`config.mk`:
```
export PLATFORM = sky130hd
export DESIGN_NAME = scmp_debug_ctrl
export DESIGN_NICKNAME = d
export VERILOG_FILES = /design/src/rtl/scmp_debug_pkg.sv /design/src/rtl/scmp_ads_decode.sv /design/src/rtl/scmp_debug_ctrl.sv
export SDC_FILE = /design/constraint.sdc
export NUM_CORES = 1
export LEC_CHECK = 0
export BUFFER_PORTS_ARGS = -buffer_cell sky130_fd_sc_hd__buf_2
export CAP_MARGIN = 10
export CORE_AREA = 4 4 41 43
export CTS_BUF_LIST = sky130_fd_sc_hd__clkbuf_8
export CTS_CLUSTER_SIZE = 25
export DETAILED_ROUTE_END_ITERATION = 8
export DIE_AREA = 0 0 45 47
export PLACE_DENSITY = 0.73
export REMOVE_ABC_BUFFERS = 1
export SYNTH_ARGS = -nofsm -noshare
export SYNTH_HDL_FRONTEND = slang
export SYNTH_SLANG_ARGS = --single-unit
```
`constraint.sdc`:
```
create_clock -name clk -period 5.1 [get_ports clk]
set_input_delay 0.255 -clock clk [delete_from_list [all_inputs] [get_ports clk]]
set_output_delay 0.255 -clock clk [all_outputs]
set_load 0.005 [all_outputs]
```
`src/rtl/scmp_debug_pkg.sv`:
```
// scmp_debug_pkg
// Shared definitions for the SC/MP front-panel debug controller:
//   - dbg_state_e : controller states (RUN, STEP_A, STEP_B, DEBUG)
//   - STAT_*      : bit positions of the CPU status flags on the data bus
//                   while ADS_n is low
//   - DEBUG_PAGE_DEFAULT : monitor page forced onto address bits [15:12]
package scmp_debug_pkg;

    typedef enum logic [1:0] {
        ST_RUN    = 2'd0,
        ST_STEP_A = 2'd1,
        ST_STEP_B = 2'd2,
        ST_DEBUG  = 2'd3
    } dbg_state_e;

    localparam int STAT_H = 7;  // HALT instruction
    localparam int STAT_D = 6;  // delay
    localparam int STAT_I = 5;  // first byte of an instruction fetch
    localparam int STAT_R = 4;  // read cycle

    localparam logic [3:0] DEBUG_PAGE_DEFAULT = 4'h0;

endpackage

```
`src/rtl/scmp_ads_decode.sv`:
```
// scmp_ads_decode
// Detects the falling edge of the CPU address strobe and presents the
// HALT and instruction-fetch status flags captured with it.
// Ports:
//   clk      in  CPU clock
//   rst_n    in  asynchronous active-low reset
//   ads_n_i  in  CPU address strobe, active low
//   data_i   in  CPU data bus carrying status during ADS_n low
//   stb_o    out high for the single edge where ADS_n first goes low
//   h_o      out HALT status qualified by stb_o
//   i_o      out instruction-fetch status qualified by stb_o
module scmp_ads_decode
    import scmp_debug_pkg::*;
(
    input  logic       clk,
    input  logic       rst_n,
    input  logic       ads_n_i,
    input  logic [7:0] data_i,
    output logic       stb_o,
    output logic       h_o,
    output logic       i_o
);

    logic ads_prev_q;

    always_ff @(posedge clk or negedge rst_n) begin
        if (!rst_n) begin
            ads_prev_q <= 1'b1;
        end else begin
            ads_prev_q <= ads_n_i;
        end
    end

    // The strobe is combinational so the controller's state register acts on
    // the very edge that first sees ADS_n low; a held-low strobe fires once.
    assign stb_o = ads_prev_q & ~ads_n_i;
    assign h_o   = data_i[STAT_H];
    assign i_o   = data_i[STAT_I];

    // D and R status bits are not needed for mode control.
    logic unused_status;
    assign unused_status = ^{data_i[STAT_D], data_i[STAT_R], data_i[3:0]};

endmodule

```
`src/rtl/scmp_debug_ctrl.sv`:
```
// scmp_debug_ctrl
// Front-panel debug controller: switches between RUN, single-step and
// debug-monitor modes based on CPU status at address strobes, remaps the
// monitor page and gates the external bus address enable.
// Optional feature macro: SCMP_DEBUG_STEP_EN (single-step states).
// Ports:
//   clk, RST_n            clock and asynchronous active-low reset
//   ADS_n, BUSREQ_n       CPU bus strobes (active low)
//   DEBUG_n               external debug request (level, active low)
//   data[7:0]             CPU status during ADS_n low
//   halt_inst_toggle      0: HALT enters debug, 1: HALT is only a pulse
//   run_mode_toggle       0: single-step, 1: continuous on monitor exit
//   init_sw, halt_sw      panel switches (active high)
//   cpu_addr[15:0]        CPU address
//   mem_addr[15:0]        remapped address to memory
//   INDBG_n               low while in DEBUG
//   BAEN_n                external bus address enable, active low
module scmp_debug_ctrl
    import scmp_debug_pkg::*;
#(
    parameter logic [3:0] DEBUG_PAGE = DEBUG_PAGE_DEFAULT
) (
    input  logic        clk,
    input  logic        RST_n,
    input  logic        ADS_n,
    input  logic        BUSREQ_n,
    input  logic        DEBUG_n,
    input  logic [7:0]  data,
    input  logic        halt_inst_toggle,
    input  logic        run_mode_toggle,
    input  logic        init_sw,
    input  logic        halt_sw,
    input  logic [15:0] cpu_addr,
    output logic [15:0] mem_addr,
    output logic        INDBG_n,
    output logic        BAEN_n
);

    logic       stb;
    logic       flag_h;
    logic       flag_i;
    dbg_state_e state_q, state_d;
    logic       pend_q, pend_d;
    logic       indbg_n_q;
    logic       pend_req;
    logic       pend_now;
    logic       enter_dbg;

    scmp_ads_decode u_ads_decode (
        .clk     (clk),
        .rst_n   (RST_n),
        .ads_n_i (ADS_n),
        .data_i  (data),
        .stb_o   (stb),
        .h_o     (flag_h),
        .i_o     (flag_i)
    );

    assign pend_req = halt_sw | ~DEBUG_n;
    // A request arriving on the strobe edge itself already counts.
    assign pend_now = pend_q | pend_req;

    always_comb begin
        state_d = state_q;
        if (stb) begin
            // H takes precedence over I whenever both are set.
            case (state_q)
                ST_RUN: begin
                    if (flag_h) begin
                        if (!halt_inst_toggle) state_d = ST_DEBUG;
                    end else if (flag_i && pend_now) begin
                        state_d = ST_DEBUG;
                    end
                end
`ifdef SCMP_DEBUG_STEP_EN
                ST_DEBUG: begin
                    if (flag_h) state_d = run_mode_toggle ? ST_RUN : ST_STEP_A;
                end
                ST_STEP_A: begin
                    if (flag_h) begin
                        if (!halt_inst_toggle) state_d = ST_DEBUG;
                    end else if (flag_i) begin
                        state_d = ST_STEP_B;
                    end
                end
                ST_STEP_B: begin
                    if (flag_h) begin
                        if (!halt_inst_toggle) state_d = ST_DEBUG;
                    end else if (flag_i) begin
                        state_d = ST_DEBUG;
                    end
                end
`else
                ST_DEBUG: begin
                    if (flag_h) state_d = ST_RUN;
                end
`endif
                default: state_d = ST_RUN;
            endcase
        end
        if (init_sw) state_d = ST_RUN;
    end

    assign enter_dbg = (state_d == ST_DEBUG) && (state_q != ST_DEBUG);

    always_comb begin
        pend_d = pend_q;
        if (init_sw || enter_dbg) begin
            pend_d = 1'b0;
        end else if (pend_req) begin
            pend_d = 1'b1;
        end
    end

`ifndef SCMP_DEBUG_STEP_EN
    // Without single-step the monitor always resumes continuous run.
    logic unused_run_mode;
    assign unused_run_mode = run_mode_toggle;
`endif

    always_ff @(posedge clk or negedge RST_n) begin
        if (!RST_n) begin
            state_q   <= ST_RUN;
            pend_q    <= 1'b0;
            indbg_n_q <= 1'b1;
        end else begin
            state_q   <= state_d;
            pend_q    <= pend_d;
            indbg_n_q <= (state_d != ST_DEBUG);
        end
    end

    assign INDBG_n  = indbg_n_q;
    assign mem_addr = (state_q == ST_DEBUG) ? {DEBUG_PAGE, cpu_addr[11:0]} : cpu_addr;
    assign BAEN_n   = BUSREQ_n | (state_q == ST_DEBUG);

endmodule

```
; Word-level counts from Yosys, hierarchy flattened
; Cells that the tools add are included.
; Widths: inputs -> output; s select.
[word_totals]
inputBits = 33
wordCells = 29
regBits = 5
out_inout_bits = 18
[classes]
bitwise = 6
mux = 10
n_eq_ne = 4
n_reduce_logical = 5
[op_table]
columns = cell, n
row1 = $mux 16, 1
row2 = $mux 2, 6
row3 = $eq 2x2->1 const B, 2
row4 = $ne 2x2->1 const B, 2
row5 = $pmux 2 s2, 1
row6 = $or 1x1->1, 3
row7 = $logic_and 1x1->1, 2
row8 = $logic_not 2->1, 1
row9 = $mux 1, 2
row10 = $not 1->1, 2
row11 = $reduce_bool 2->1, 1
row12 = $and 1x1->1, 1
row13 = $logic_or 1x1->1, 1

; Logic depth before layout (Yosys ltp)
; Gate-level depths: netlist (run 1).
[depth]
ltp_word = 13
ltp_mapped = 7
ltp_nobuf = 7

; Modules after synthesis
; Synthesis (run 1) repeated with hierarchy kept, for this count alone.
[unflattened]
hier_cells = 50
area_unflattened_um2 = 460.4
[modules_own_cells]
columns = module, seq_area_each_um2, cells_each, area_per_inst_um2, instances
row1 = scmp_debug_ctrl, 101.3, 46, 405.4, 1
row2 = scmp_ads_decode, 26.3, 4, 55.1, 1

; Worst setup path after synthesis (run 1)
; Ideal clock, no wire load.
[synth_timing]
path_kind = reg-to-reg
from = register state_q[0]
to = register pend_q
arrival_ps = 1508
setup_time_ps = 120
stages_incl_launch_ff = 8
required_time_ps = 4980
setup_slack_ps = 3472
path_cell_list = dfrtp_1 inv_1 ha_1 inv_1 a211o_1 o32ai_2 o211ai_2 o211a_1
[synth_via]
elab_chain_cells = 9
word_cells_on_any_way = 15
classes_between = 3 x eq/ne / 8 x mux / 4 x reduce/logical
[synth_lines]
columns = element, line_no
row1 = "start, declared", scmp_debug_ctrl.sv:42  ; dbg_state_e state_q, state_d;
row2 = "start signal, assigned", scmp_debug_ctrl.sv:127  ; state_q <= state_d;
row3 = "$mux 2, on equally long branches", "scmp_debug_ctrl.sv:71, scmp_debug_ctrl.sv:70"
row4 = $mux 2, scmp_debug_ctrl.sv:69  ; if (flag_h) begin
row5 = $pmux 2 s2, scmp_debug_ctrl.sv:67  ; case (state_q)
row6 = $mux 2, scmp_debug_ctrl.sv:65  ; if (stb) begin
row7 = $mux 2, scmp_debug_ctrl.sv:101  ; if (init_sw) state_d = ST_RUN;
row8 = $eq 2x2->1, scmp_debug_ctrl.sv:104  ; assign enter_dbg = (state_d == ST_DEBUG) && (state_q != ST_DEBUG);
row9 = $logic_and 1x1->1 *, scmp_debug_ctrl.sv:104
row10 = $logic_or 1x1->1 *, scmp_debug_ctrl.sv:108  ; if (init_sw || enter_dbg) begin
row11 = $mux 1 / $reduce_bool 2->1 (equally long branches), --
row12 = "end signal, assigned", scmp_debug_ctrl.sv:128  ; pend_q <= pend_d;
row13 = "end, declared", scmp_debug_ctrl.sv:43  ; logic pend_q, pend_d;
; Mark *: on every way between the ends. The rest lies on a longest branch, timed or not.
; A chain may end at the register's enable or synchronous reset.

; Final worst setup path (run 1)
[layout_timing]
from = register state_q[0]
to = register state_q[1]
[layout_via]
elab_chain_cells = 4
word_cells_on_any_way = 5
classes_between = 1 x eq/ne / 3 x mux / 1 x reduce/logical
[layout_lines]
columns = element, line_no
row1 = $eq 2x2->1 / $logic_not 2->1 (equally long branches), scmp_debug_ctrl.sv:67
row2 = $pmux 2 s2 *, scmp_debug_ctrl.sv:67
row3 = $mux 2 *, scmp_debug_ctrl.sv:65
row4 = $mux 2 *, scmp_debug_ctrl.sv:101
row5 = net state_d[1], scmp_debug_ctrl.sv:42
; Mark *: on every way through the listed nets, which the timed path passes. The rest lies on a longest branch.

==> summary.txt, run 1 <==
Yosys
  – Yosys top cell by area: buf_4
  – Synth top area share: 22.4%
  – Netlist cell types: 18
  – Sequential fraction of the synthesis area: 31.7%
  – Top cells by area, synth: buf_4 22%, dfrtp_1 19%, dfstp_2 13%, ha_1 6.2%, nor2b_1 6.2%
  – Synth top cells by count: 12 x buf_4, 5 x inv_1, 4 x nor2b_1
  – Synthesized flop and latch total: 5
  – Most numerous cell in the Yosys netlist: buf_4
  – Mean post-synth cell area: 9.59 um^2
  – Mapped Area: 403 um^2
  – Synth Flop Type: dfrtp_1
  – Warnings, synthesis: 0
  – Synthesized instance count: 42
  – Number of synthesized flops with an enable pin: 0
  – Fraction of registers with async set/reset: 100%

Drt
  – Post-route ant nets: 0
  – Met3 wire length: 187 um
  – Drt pass-1 iters: 2
  – Metal2 WL: 445 um
  – Avg Vias per Cell: 4.51
  – WL per Instance: 15.0 um
  – WL final: 1030 um
  – Vias: 311
  – DRC violations left: 0
  – M1 WL: 401 um
  – Starting DRC count in detailed routing: 3
  – DR top layer: met3

Floorplanning
  – Die ar.: 0.00212 mm^2
  – # rows: 13
  – Initial Util: 31.0%
  – Die height: 47 um
  – Width of the die: 45 um
  – Core Footprint: 0.00130 mm^2
  – IO Pins: 51

Timing
  – Final TNS setup: 0 ps
  – Final worst setup slack: 3340 ps
  – Final hold vios: 0
  – Peak Freq: 567 MHz
  – Setup Skew: 1.63 ps
  – Hold slack final: 146 ps
  – Slew Limit Headroom: 71.6%
  – Final Max Tran Viols: 0
  – Minimum clock period: 1760 ps
  – Final worst path period share: 34.6%
  – Unrepaired setup endpoints after global routing: false
  – Worst slew pin tran: 426 ps
  – Final setup violation count: 0

Critical path
  – Critical Path RT: 5210 ps
  – Crit Path Max Fanout: 4
  – CP max stage cell: a221oi_1
  – Most frequent CP cell: inv_1
  – WP data arrival: 1870 ps
  – FF-to-FF setup slack: 3340 ps
  – Largest stage delay, worst path: 430 ps
  – Crit path cell chain: inv_1 > ha_1 > inv_1 > a221oi_1 > o32ai_2 > and2_2
  – Critical path class: reg -> reg
  – Critical Path Source Type: flip-flop
  – Reg-to-Reg Start: state_q[0]
  – Reg2reg end: state_q[1]
  – FF-to-FF path depth: 6
  – Crit. End Element: flip-flop

Finish
  – Final Util: 37.0%
  – Antenna cells: 0
  – Layout cells sized above 1: 53.7%
  – Number of fillers in the final layout: 147
  – Fin area: 482 um^2
  – Post-Layout Cell Count: 69
  – Nets: 90
  – Area grow syn2layout: 19.6%

GRT
  – Largest net degree at the start of global routing: 8
  – Vias in the first global route: 365
  – Initial antenna violation count: 0
  – All-Layer GR Usage: 12.1%
  – First-pass GRT wire length: 1640 um
  – Overflow after GRT: 0

Placement
  – Post-detail-place hpwl: 848 um
  – # placed instances: 64
  – Placed standard-cell area: 427 um^2
  – Port bufs: 19
  – Placer Congestion: 0.667
  – Worst slack at placement: 3350 ps

CTS
  – CTS Buf Count: 3
  – TritonCTS Sinks: 5
  – Cts repair resizes: 0
  – Root Buffer: clkbuf_8
  – Post-CTS Hold Buffers: 1
  – Worst skew pair latency: 220 ps
  – Reg clk slew, reported paths: 40 ps
  – H-tree levels: 1
  – Clock buffer depth: 2
  – Setup Fix Bufs, Post-CTS: 0
  – CTS tree: done

Power and ir drop
  – PwrDens: 288 mW/mm^2
  – Clock share of power: 51.9%
  – Total power: 139 uW
  – Leakage: 0.261 nW
  – Switching part of the total power: 23.0%
  – P_sw: 31.9 uW
  – Flop pwr share: 31.7%
  – Comb pwr share: 16.4%
  – Worst VDD drop: 0.101 mV
  – Internal power: 107 uW

Status
  – Status: finished clean

Worst hold path
  – Hold path depth: 1
  – Worst Hold Class: in -> reg
  – Worst Min Path Start: ADS_n
  – Worst Hold Path EP: u_ads_decode.ads_prev_q

Run
  – Count of maximum capacitance violations: 0
## power groups by stage
| stage | combinational, mW | sequential [mW] | clock, mW |
|---|---|---|---|
| global route | 0.0260 | 0.0442 | 0.0781 |
| global placement | 0.0217 | 0.0444 | 0 |
| floorplan | 0.0128 | 0.0442 | 0 |
| finish | 0.0228 | 0.0439 | 0.0720 |
| detailed placement | 0.0223 | 0.0444 | 0 |
| CTS | 0.0229 | 0.0440 | 0.0730 |
## registers in the layout, indices dropped and copies added (netlist names)
signal and flops:
INDBG_n 1, pend_q 1, u_ads_decode.ads_prev_q 1, state_q 2
## cells in the final DEF (no fill, tap or decap), drive strengths merged
| cell | Yosys | final |
|---|---|---|
| nor2b | 4 | 4 |
| inv | 5 | 6 |
| and2 | 1 | 1 |
| o211a | 1 | 1 |
| ha | 2 | 2 |
| a21oi | 1 | 1 |
| a221oi | 1 | 1 |
| nor2 | 3 | 3 |
| or2 | 1 | 1 |
| dfrtp | 3 | 3 |
| buf | 12 | 19 |
| o21a | 1 | 1 |
| o211ai | 1 | 1 |
| nand2b | 1 | 1 |
| a211o | 1 | 1 |
| dlygate4sd3 | 0 | 1 |
| or3b | 1 | 1 |
| clkbuf | 0 | 3 |
| o32ai | 1 | 1 |
| dfstp | 2 | 2 |
## metal layers
metal / global-route usage (%) / vias to the layer above
met3: 13.8 / 0
met5: 7.50 / -
li1: - / 149
met4: 8.77 / 0
met1: 11.0 / 143
met2: 14.4 / 19
## how the worst max path moves through the flow
stage                     from    endpoint  slack, ps
floorplan           state_q[0]      pend_q       3470
global placement    state_q[0]  state_q[1]       3380
detailed placement  state_q[0]  state_q[1]       3350
CTS                 state_q[0]  state_q[1]       3330
global route        state_q[0]  state_q[1]       3180
finish              state_q[0]  state_q[1]       3340
## area by class of cell
class,count,area [um^2],area share (%)
multi-input cells,20,166,34.5
clock buffers,3,41.3,8.57
flip-flops and latches,5,128,26.5
repair buffers,20,105,21.8
clock inverters,1,3.75,0.779
inverters,5,18.8,3.90
well taps,15,18.8,3.90
## critical path, delay by kind of cell, from the launching register on
family                   cells  cell delay (ps)
AND/OR/NAND/NOR              1              230
adder cells (fa/ha/maj)      1              320
flip-flops                   1              390
buffers and inverters        2              110
AO/OA/AOI/OAI                2              600
## cell families after synthesis
group                      after synthesis  share of synthesized area, %
buffers and inverters                   17                          27.0
and+or+nand+nor                         11                          18.0
AOI/OAI and AO/OA                        7                          17.1
DFF                                      5                          31.7
adders and majority gates                2                          6.21
(Power assumes the default switching activity.)
==> run 2, diff against run 1 <==
--- a/config.mk
+++ b/config.mk
@@ -7,11 +7,11 @@
 export LEC_CHECK = 0
 export BUFFER_PORTS_ARGS = -buffer_cell sky130_fd_sc_hd__buf_2
 export CAP_MARGIN = 10
-export CORE_AREA = 4 4 41 43
+export CORE_MARGIN = 4
+export CORE_UTILIZATION = 29
 export CTS_BUF_LIST = sky130_fd_sc_hd__clkbuf_8
 export CTS_CLUSTER_SIZE = 25
 export DETAILED_ROUTE_END_ITERATION = 8
-export DIE_AREA = 0 0 45 47
 export PLACE_DENSITY = 0.73
 export REMOVE_ABC_BUFFERS = 1
 export SYNTH_ARGS = -nofsm -noshare
==> constraint.sdc (replaced) <==
create_clock -name clk -period 1.45 [get_ports clk]
set_input_delay 0.0725 -clock clk [delete_from_list [all_inputs] [get_ports clk]]
set_output_delay 0.0725 -clock clk [all_outputs]
set_load 0.005 [all_outputs]
==> run 2 against run 1 <==
  * The run now ends with setup timing left
  * Combinational power increased to 6.0 times the previous value
  * Non-clock buffer count increased by 12
  * Sequential cell count unchanged
  * Wire length increased by 14%
  * Via count increased by 16%
  * Largest cell class unchanged
==> summary.txt, run 2 (synthesis results as in run 1) <==
Timing
  – Final setup violation count: 4
  – Final worst path period share: 113%
  – Worst slew pin tran: 225 ps
  – Setup Skew: 0.745 ps
  – Unrepaired setup endpoints after global routing: true
  – Final hold vios: 0
  – Hold slack final: 120 ps
  – Final TNS setup: -344 ps
  – Final Max Tran Viols: 0
  – Minimum clock period: 1640 ps
  – Peak Freq: 611 MHz
  – Final worst setup slack: -185 ps
  – Slew Limit Headroom: 85.0%

Floorplanning
  – IO Pins: 51
  – # rows: 13
  – Initial Util: 31.0%
  – Core Footprint: 0.00130 mm^2
  – Width of the die: 45.3 um
  – Die height: 45.3 um
  – Die ar.: 0.00205 mm^2

CTS
  – Reg clk slew, reported paths: 30 ps
  – Worst skew pair latency: 220 ps
  – Clock buffer depth: 2
  – H-tree levels: 1
  – CTS tree: done
  – TritonCTS Sinks: 5
  – Root Buffer: clkbuf_8
  – CTS Buf Count: 3

GRT
  – First-pass GRT wire length: 1820 um
  – Overflow after GRT: 0
  – Largest net degree at the start of global routing: 7
  – Initial antenna violation count: 0
  – Vias in the first global route: 385
  – All-Layer GR Usage: 13.7%

Drt
  – WL final: 1180 um
  – DRC violations left: 0
  – Starting DRC count in detailed routing: 1
  – Vias: 361
  – Avg Vias per Cell: 4.46
  – WL per Instance: 14.5 um
  – Post-route ant nets: 0
  – Drt pass-1 iters: 4

Finish
  – Reg with most FFs: state_q
  – Final Util: 48.3%
  – Area grow syn2layout: 55.9%
  – Nets: 102
  – Fin area: 628 um^2
  – Antenna cells: 0
  – Commonest cells after routing, fill and taps aside: 19 x buf_2, 10 x buf_4, 4 x inv_2, 4 x nor2b_1
  – Max reg flops: 2
  – Layout cells sized above 1: 74.2%
  – Commonest non-fill, non-tap cell in the layout: buf_2

Power and ir drop
  – PwrDens: 856 mW/mm^2
  – Total power: 538 uW
  – Worst VDD drop: 0.457 mV
  – Leakage: 0.318 nW

Status
  – Failing checks: setup timing
  – Status: complete, but fails checks

Critical path
  – Critical Path Source Type: flip-flop
  – Reg2reg end: pend_q
  – WP data arrival: 1740 ps
  – Critical path class: reg -> reg
  – Worst Setup SP: state_q[0]
  – Crit Path Max Fanout: 2
  – Crit. End Element: flip-flop
  – Critical Path RT: 1560 ps
  – FF-to-FF setup slack: -190 ps
  – Reg-to-Reg Start: state_q[0]
  – FF-to-FF path depth: 7

Placement
  – Port bufs: 19
  – Placer Congestion: 0.747
  – Post-detail-place hpwl: 927 um
  – Placed standard-cell area: 487 um^2

Worst hold path
  – Worst Min Path Start: init_sw
  – Worst Hold Path EP: pend_q
  – Hold path depth: 3
  – Worst Hold Class: in -> reg

Run
  – Count of maximum capacitance violations: 0
-- run 2: cell count changes in the layout (fill, tap and decap cells not counted), sizes merged --
| cell | delta |
|---|---|
| dlygate4sd3 | +1 |
| buf | +11 |
-- run 2: worst max path at each step --
stage / endpoint / cells after the start / slack [ps]
after floorplan: pend_q / 7 / -180
after global placement: pend_q / 7 / -190
after CTS: pend_q / 5 / -210
final: pend_q / 7 / -190
after detailed placement: pend_q / 7 / -240
after global routing: pend_q / 7 / -270
-- run 2: through the flow --
stage	instances	setup slack (ps)
floorplan	30	-178
global placement	72	-186
detailed placement	72	-240
CTS	81	-214
global route	81	-266
finish	81	-185
-- run 2: repair_timing --
action / 4_1_cts / 5_1_grt
hold buffers: 2 / 0
endpoints found under the setup margin: 5 / 5
endpoints found under the hold margin: 6 / 0
gates resized for setup: 8 / 6
buffers inserted: 3 / 0
gates cloned: 0 / 0
pin swaps: 4 / 4
-- run 2: layout make-up --
class	instances	area, um^2
Clock buffer	3	41.3
Clock inverter	1	3.75
Fill cell	136	673
Inverter	5	18.8
Multi-Input combinational cell	20	216
Sequential cell	5	128
Tap cell	15	18.8
Timing Repair Buffer	32	201
-- run 2: layer usage --
layer,part of all wire (%),GRT usage [%],up-vias
met4,2.9,10.5,0
li1,-,-,174
met1,33,12.5,156
met2,46,18.6,26
met5,0,0,-
met3,18,12.7,5
-- run 2: power breakdown --
part / switching [mW] / internal (mW)
clock network: 0.0653 / 0.181
logic: 0.0566 / 0.0808
registers: 0.00400 / 0.150
-- run 2: critical path: stages (launching register included) --
cell and delay (ps):
dfrtp_1 380, inv_2 80, ha_4 140, inv_2 30, a211o_1 260, o32ai_4 280
o211ai_2 130, o211a_1 210
